[src/rtl/serial_subtractor_64_if.sv]
// serial_subtractor_64_if: operand/result handshake bundle for serial_subtractor_64
interface serial_subtractor_64_if #(parameter int WIDTH = 64);
  logic             in_valid, in_ready, out_valid, out_ready, BORROW, OVF;
  logic [WIDTH-1:0] A, B, DIFF;
  modport master (output in_valid, A, B, out_ready, input in_ready, out_valid, DIFF, BORROW, OVF);
  modport slave  (input in_valid, A, B, out_ready, output in_ready, out_valid, DIFF, BORROW, OVF);
endinterface

[src/rtl/serial_subtractor_64.sv]
// serial_subtractor_64: multi-cycle A-B as A+~B+1, STEP bits per clock through one look-ahead slice
// Optional signed-overflow output enabled by `define SERIAL_SUB_OVF_EN
module serial_subtractor_64 #(
  parameter int WIDTH = 64,
  parameter int STEP  = 2
) (
  input logic clk,
  input logic rst_n,
  serial_subtractor_64_if.slave bus
);
  localparam int N  = WIDTH / STEP;
  localparam int CW = N > 1 ? $clog2(N) : 1;
  typedef enum logic [1:0] {IDLE, RUN, DONE} state_t;
  state_t state, state_nx;
  logic [WIDTH-1:0] a_sh, b_sh, diff;
  logic [CW-1:0] cnt;
  logic carry, borrow, ovf, accept, last;
  logic [STEP-1:0] g, p, sum;
  logic [STEP:0] c;
  function automatic logic [STEP:0] lookahead(input logic [STEP-1:0] gg, pp, input logic cin);
    logic [STEP:0] cc;
    cc[0] = cin;
    for (int i = 0; i < STEP; i++) cc[i+1] = gg[i] | (pp[i] & cc[i]);
    return cc;
  endfunction
  always_comb begin
    g      = a_sh[STEP-1:0] & b_sh[STEP-1:0];
    p      = a_sh[STEP-1:0] ^ b_sh[STEP-1:0];
    c      = lookahead(g, p, carry);
    sum    = p ^ c[STEP-1:0];
    accept = (state == IDLE) & bus.in_valid;
    last   = cnt == CW'(N - 1);
  end
  always_ff @(posedge clk or negedge rst_n)
    if (!rst_n) state <= IDLE;
    else state <= state_nx;
  always_comb
    state_nx = state == IDLE ? (bus.in_valid ? RUN : IDLE)
             : state == RUN  ? (last ? DONE : RUN)
             : (bus.out_ready ? IDLE : DONE);
  always_comb begin
    bus.in_ready  = state == IDLE;
    bus.out_valid = state == DONE;
    bus.DIFF      = diff;
    bus.BORROW    = borrow;
    bus.OVF       = ovf;
  end
  // Sum bits enter at the top of diff so the LSB slice ends up at bit 0 after N steps
  always_ff @(posedge clk or negedge rst_n)
    if (!rst_n) begin
      a_sh   <= '0;
      b_sh   <= '0;
      diff   <= '0;
      carry  <= 1'b0;
      cnt    <= '0;
      borrow <= 1'b0;
    end else if (accept) begin
      a_sh  <= bus.A;
      b_sh  <= ~bus.B;
      carry <= 1'b1;
      cnt   <= '0;
    end else if (state == RUN) begin
      a_sh  <= a_sh >> STEP;
      b_sh  <= b_sh >> STEP;
      diff  <= {sum, diff[WIDTH-1:STEP]};
      carry <= c[STEP];
      cnt   <= last ? '0 : cnt + CW'(1);
      if (last) borrow <= ~c[STEP];
    end
`ifdef SERIAL_SUB_OVF_EN
  logic sa, sb;
  always_ff @(posedge clk or negedge rst_n)
    if (!rst_n) begin
      sa  <= 1'b0;
      sb  <= 1'b0;
      ovf <= 1'b0;
    end else if (accept) begin
      sa <= bus.A[WIDTH-1];
      sb <= bus.B[WIDTH-1];
    end else if (state == RUN && last) ovf <= (sa ^ sb) & (sum[STEP-1] ^ sa);
`else
  assign ovf = 1'b0;
`endif
endmodule

[src/flat_wrapper.sv]
// flat-port wrapper written by rule: the top's interface ports become plain ports
module serial_subtractor_64_flat 
#(
  parameter int WIDTH = 64,
  parameter int STEP  = 2
)
  (clk, rst_n, bus_in_valid, bus_A, bus_B, bus_out_ready, bus_in_ready, bus_out_valid, bus_DIFF, bus_BORROW, bus_OVF);
  serial_subtractor_64_if #(.WIDTH(WIDTH)) bus_i ();
  input logic clk;
  input logic rst_n;
  input wire logic [$bits(bus_i.in_valid)-1:0] bus_in_valid;
  input wire logic [$bits(bus_i.A)-1:0] bus_A;
  input wire logic [$bits(bus_i.B)-1:0] bus_B;
  input wire logic [$bits(bus_i.out_ready)-1:0] bus_out_ready;
  output wire logic [$bits(bus_i.in_ready)-1:0] bus_in_ready;
  output wire logic [$bits(bus_i.out_valid)-1:0] bus_out_valid;
  output wire logic [$bits(bus_i.DIFF)-1:0] bus_DIFF;
  output wire logic [$bits(bus_i.BORROW)-1:0] bus_BORROW;
  output wire logic [$bits(bus_i.OVF)-1:0] bus_OVF;
  assign bus_i.in_valid = bus_in_valid;
  assign bus_i.A = bus_A;
  assign bus_i.B = bus_B;
  assign bus_i.out_ready = bus_out_ready;
  assign bus_in_ready = bus_i.in_ready;
  assign bus_out_valid = bus_i.out_valid;
  assign bus_DIFF = bus_i.DIFF;
  assign bus_BORROW = bus_i.BORROW;
  assign bus_OVF = bus_i.OVF;
  serial_subtractor_64 #(.WIDTH(WIDTH), .STEP(STEP)) u_core (.clk(clk), .rst_n(rst_n), .bus(bus_i));
endmodule
[config.mk]
export PLATFORM = sky130hd
export DESIGN_NAME = serial_subtractor_64_flat
export DESIGN_NICKNAME = d
export VERILOG_FILES = /design/src/rtl/serial_subtractor_64_if.sv /design/src/rtl/serial_subtractor_64.sv /design/src/flat_wrapper.sv
export SDC_FILE = /design/constraint.sdc
export NUM_CORES = 1
export LEC_CHECK = 0
export ABC_AREA = 1
export CORE_UTILIZATION = 40
export DETAILED_ROUTE_END_ITERATION = 8
export PLACE_DENSITY = 0.66
export SKIP_LAST_GASP = 1
export SYNTH_ARGS = -nofsm -noshare
export SYNTH_HDL_FRONTEND = slang
export SYNTH_SLANG_ARGS = --single-unit
[constraint.sdc]
create_clock -name clk -period 1.8 [get_ports clk]
set_input_delay 0.36 -clock clk [delete_from_list [all_inputs] [get_ports clk]]
set_output_delay 0.36 -clock clk [all_outputs]
set_load 0.005 [all_outputs]
# [Yosys cells after proc, flatten, opt, wreduce, memory -nomap -nowiden]
# Cells that the tools add are included.
[op_classes] n_mux=14 bitwise_logic=11 eq_ne=3 n_addsub=1 n_reduce_logical=4
[op_table] op="$mux 64" n=4
[op_table] op="$not 64->64" n=1
[op_table] op="$mux 5" n=3
[op_table] op="$mux 2" n=4
[op_table] op="$add 5x1->5 const B" n=1
[op_table] op="$eq 5x5->1 const B" n=1
[op_table] op="$xor 2x2->2" n=2
[op_table] op="$and 1x1->1" n=3
[op_table] op="$mux 1" n=3
[op_table] op="$reduce_and 3->1" n=1
[op_table] op="$and 2x2->2" n=1
[op_table] op="$eq 2x1->1 const B" n=1
[op_table] op="$eq 2x2->1 const B" n=1
[op_table] op="$logic_not 2->1" n=1
[op_table] op="$not 1->1" n=2
[op_table] op="$or 1x1->1" n=2
[op_table] op="$reduce_and 2->1" n=1
[op_table] op="$reduce_bool 2->1" n=1
[word_totals] out_inout_bits=68 register_bits=201 in_bits=132 wordCells=40

# [Depth between registers and ports, before layout]
[logic_depth] ltp_word=7 ltp_mapped=7 depth_no_buf=7

# [Worst setup path before layout]
# OpenSTA, ideal clock, no wires.
[synth_timing] path_kind="register to register" startpoint="reg u_core.carry" endpoint="reg u_core.diff[63], in the netlist u_core.bus.DIFF[63]" path_stages_with_launch=7 n_path_buf=0 synth_period_minus_slack_ps=1438 required_ps=1683 path_slack_ps=362 setup_time_ps=117 t_arrival_ps=1321 path_cell_list="dfrtp_1 -> inv_1 -> fa_1 -> inv_1 -> fa_1 -> nand2_1 -> nand2_1"
[synth_via] elab_chain_len=3
[synth_rtl] item="from (decl)" line_no="serial_subtractor_64.sv:17" text="logic carry, borrow, ovf, accept, last;"
[synth_rtl] item="from (signal assigned)" line_no="serial_subtractor_64.sv:66" text="carry <= c[STEP];"
[synth_rtl] item="$and 1x1->1" line_no="serial_subtractor_64.sv:23" text="for (int i = 0; i < STEP; i++) cc[i+1] = gg[i] | (pp[i] & cc[i]);"
[synth_rtl] item="$or 1x1->1" line_no="serial_subtractor_64.sv:23"
[synth_rtl] item="$xor 2x2->2" line_no="serial_subtractor_64.sv:30" text="sum = p ^ c[STEP-1:0];"
[synth_rtl] item="named net u_core.sum[1]" line_no="serial_subtractor_64.sv:18" text="logic [STEP-1:0] g, p, sum;"
[synth_rtl] item="to (signal assigned)" line_no="serial_subtractor_64.sv:65" text="diff <= {sum, diff[WIDTH-1:STEP]};"
[synth_rtl] item="to (decl)" line_no="serial_subtractor_64.sv:15" text="logic [WIDTH-1:0] a_sh, b_sh, diff;"
# The timed path passes the listed nets, and every way through them passes these cells.
# A chain may end at the register's enable or synchronous reset.

# [Worst setup path after layout]
[layout_timing] startpoint="reg u_core.state[1]" endpoint="out bus_in_ready"
[layout_via] elab_chain_len=1
[layout_rtl] item="from (decl)" line_no="serial_subtractor_64.sv:14" text="state_t state, state_nx;"
[layout_rtl] item="from (signal assigned)" line_no="serial_subtractor_64.sv:36" text="else state <= state_nx;"
[layout_rtl] item="$logic_not 2->1" line_no="serial_subtractor_64.sv:42" text="bus.in_ready = state == IDLE;"
[layout_rtl] item="to (decl)" line_no="flat_wrapper.sv:15" text="output wire logic [$bits(bus_i.in_ready)-1:0] bus_in_ready;"
# No other way between the ends.

==> results.toml <==
[status]
status = "finished with violations"
failed_checks = "setup timing"

[timing]
finalHoldViolations = 0
finalSetupViolations = 1
fin_crit_sh = 1.01
setup_tns_ns = -0.0191
layout_min_cycle_time_ns = 1.82
rsz0062_at_grt = "true"
fmax_ghz = 0.550
drv_slew = 0
finClkSkew_ns = 0.00929
setup_ws_ns = -0.0191

[global_route]
gr-total-overflow = 0
first_global_vias = 6825
grt_use_total = 0.190
antenna_found_initial = 1
grt_max_degree = 74
grt_pass1_wl_um = 33900

[worst_setup_path]
r2r_cells = 6
r2r-start = "u_core.state[1]"
arrival_ns = 1.46
cp_cell_sequence = "buf_4 -> nor2_2 -> dlygate4sd2_1"
worstReg2RegEnd = "u_core.a_sh[21]"
startpoint = "u_core.state[1]"
critPathKind = "register to output port"
reg2reg_slack_ns = 0.25
slowest_stage = "dfrtp_1"
end_kind = "output port"
cp_slowest_stage_delay_ns = 0.41
crit_cells = 3
critPathTopFamily = "buffers and inverters"
cp.required_ns = 1.44
crit_end = "bus_in_ready"
crit_buf_inv = 2
cp_max_fo = 3
worst_setup_path_start_kind = "register"

[cts]
cts_buffers = 22
cts_tree = "done"
clk_latency_ns = 0.49
path_clk_slew_ns = 0.06
ctsHtreeMaxLevel = 1
clockBufferDepth = 3
cts_sinks = 201
cts_root_buf = "clkbuf_16"

[finish]
multi_input_area_um2 = 2890
utilization = 0.563
layout.cells.non_filler = 1523
fin_nets = 1371
drive_above_1_share = 0.0625
antenna_cells = 0
seq_area_um2 = 5030
layout_common_cells = "nand2_1 (469), dfrtp_1 (200), clkdlybuf4s50_1 (187)"
area_growth_syn_to_layout_pct = 38.1
final_common_cell = "nand2_1"
final_area_um2 = 11900
fillers = 1896

[die]
core_area_um2 = 21100
rows = 53
die_h_um = 149
fp.dieW_um = 149
die_area_um2 = 22100
start_util = 0.408
ios = 200

[routing]
vias = 7078
drc_errors = 0
routedWlPerCell_um = 13.5
dr.pass1.iters = 4
drt-vias-per-instance = 4.65
drt_wl_total_um = 20600
drt-initial-drc-count = 471
drtAntennaViolNets = 0

[yosys]
synth-seq-cells = 201
yosysSeqAreaShare = 0.585
synthTopCellsByArea = "dfrtp_1 (58%), nand2_1 (21%), nand3_1 (7.3%)"
synth.distinct_cells = 23
synthCells = 1036
synth_warnings = 0
synth_top_area_share = 0.585
syn-cell-area_um2 = 8600
avgSynthCellArea_um2 = 8.31
synth_top_area_cell = "dfrtp_1"
synth_nets = 1173

[power_and_ir_drop]
ir_drop_uv = 666
p_leak_nw = 5.86
power.density_nw_per_um2 = 1550

[min_path]
hp-class = "input pin to async pin"

[placed_design]
portBuffers = 198
dpl_cell_area_um2 = 11000
place_ws_ns = 0.142
place_congestion = 0.785
placed_cells = 1477
dp_hpwl_um = 14000

[job]
cap_violations = 0
## stage by stage
step	hold WS (ns)	total power [mW]
after CTS	0.378	18.6
final	0.375	18.4
after floorplan	0.0644	10.7
after global routing	0.408	19.7
after global placement	0.328	13.4
after detailed placement	0.328	13.6
## routing by layer
layer / up-vias / GRT usage / part of all wire
li1: 3575 / - / -
met1: 3320 / 0.265 / 0.46
met2: 149 / 0.307 / 0.48
met3: 32 / 0.0307 / 0.047
met4: 2 / 0.0490 / 0.018
met5: - / 0 / 0.00053
## repair_timing
item,CTS,global route
gates resized for setup,5,6
pin swaps,0,0
setup buffers,3,4
hold buffers,1,0
hold endpoints to repair,41,0
setup endpoints to repair,7,8
## Yosys cell counts (all sizes together)
| master | count |
|---|---|
| o31ai | 1 |
| inv | 100 |
| o211ai | 1 |
| nor2 | 5 |
| or2 | 1 |
| conb | 1 |
| nand4 | 1 |
| o21ai | 67 |
| dfrtp | 201 |
| nand2 | 471 |
| fa | 2 |
| ha | 3 |
| clkbuf | 11 |
| buf | 45 |
| nand3 | 126 |
## state kept, by name (all words and copies together) (netlist names)
register	count
u_core.state	2
u_core.bus.BORROW	1
u_core.b_sh	64
u_core.a_sh	64
u_core.carry	1
u_core.bus.DIFF	64
u_core.cnt	5
## layout make-up
| cell class | instances | share of cell area |
|---|---|---|
| inverter | 100 | 0.0317 |
| clock buffer | 33 | 0.0592 |
| multi-input combinational | 679 | 0.243 |
| timing repair buffer | 230 | 0.205 |
| clock inverter | 5 | 0.00842 |
| sequential | 201 | 0.423 |
| tap | 275 | 0.0290 |
## report_power, final
group	internal, mW	switching (mW)	leakage (nW)
logic	2.97	2.89	2.86
clock network	3.11	1.75	0.400
registers	6.48	1.17	2.60
## worst min-delay path by stage
stage                           end  slack (ns)
floorplan            u_core.a_sh[0]        0.06
global placement    u_core.b_sh[33]        0.33
detailed placement  u_core.b_sh[35]        0.33
CTS                 u_core.b_sh[35]        0.38
global route        u_core.b_sh[35]        0.41
finish              u_core.b_sh[35]        0.38
## cells by family (layout without fill, tap and decap cells)
logic type / count (synthesis) / in the layout / share of synthesized area
buffers and inverters: 156 / 368 / 0.0810
AOI/OAI and AO/OA: 69 / 69 / 0.0412
other: 1 / 1 / 0.000436
and+or+nand+nor: 604 / 604 / 0.284
DFF: 201 / 201 / 0.585
adders and majority gates: 5 / 5 / 0.00902
Power figures use the tool's default switching activity.
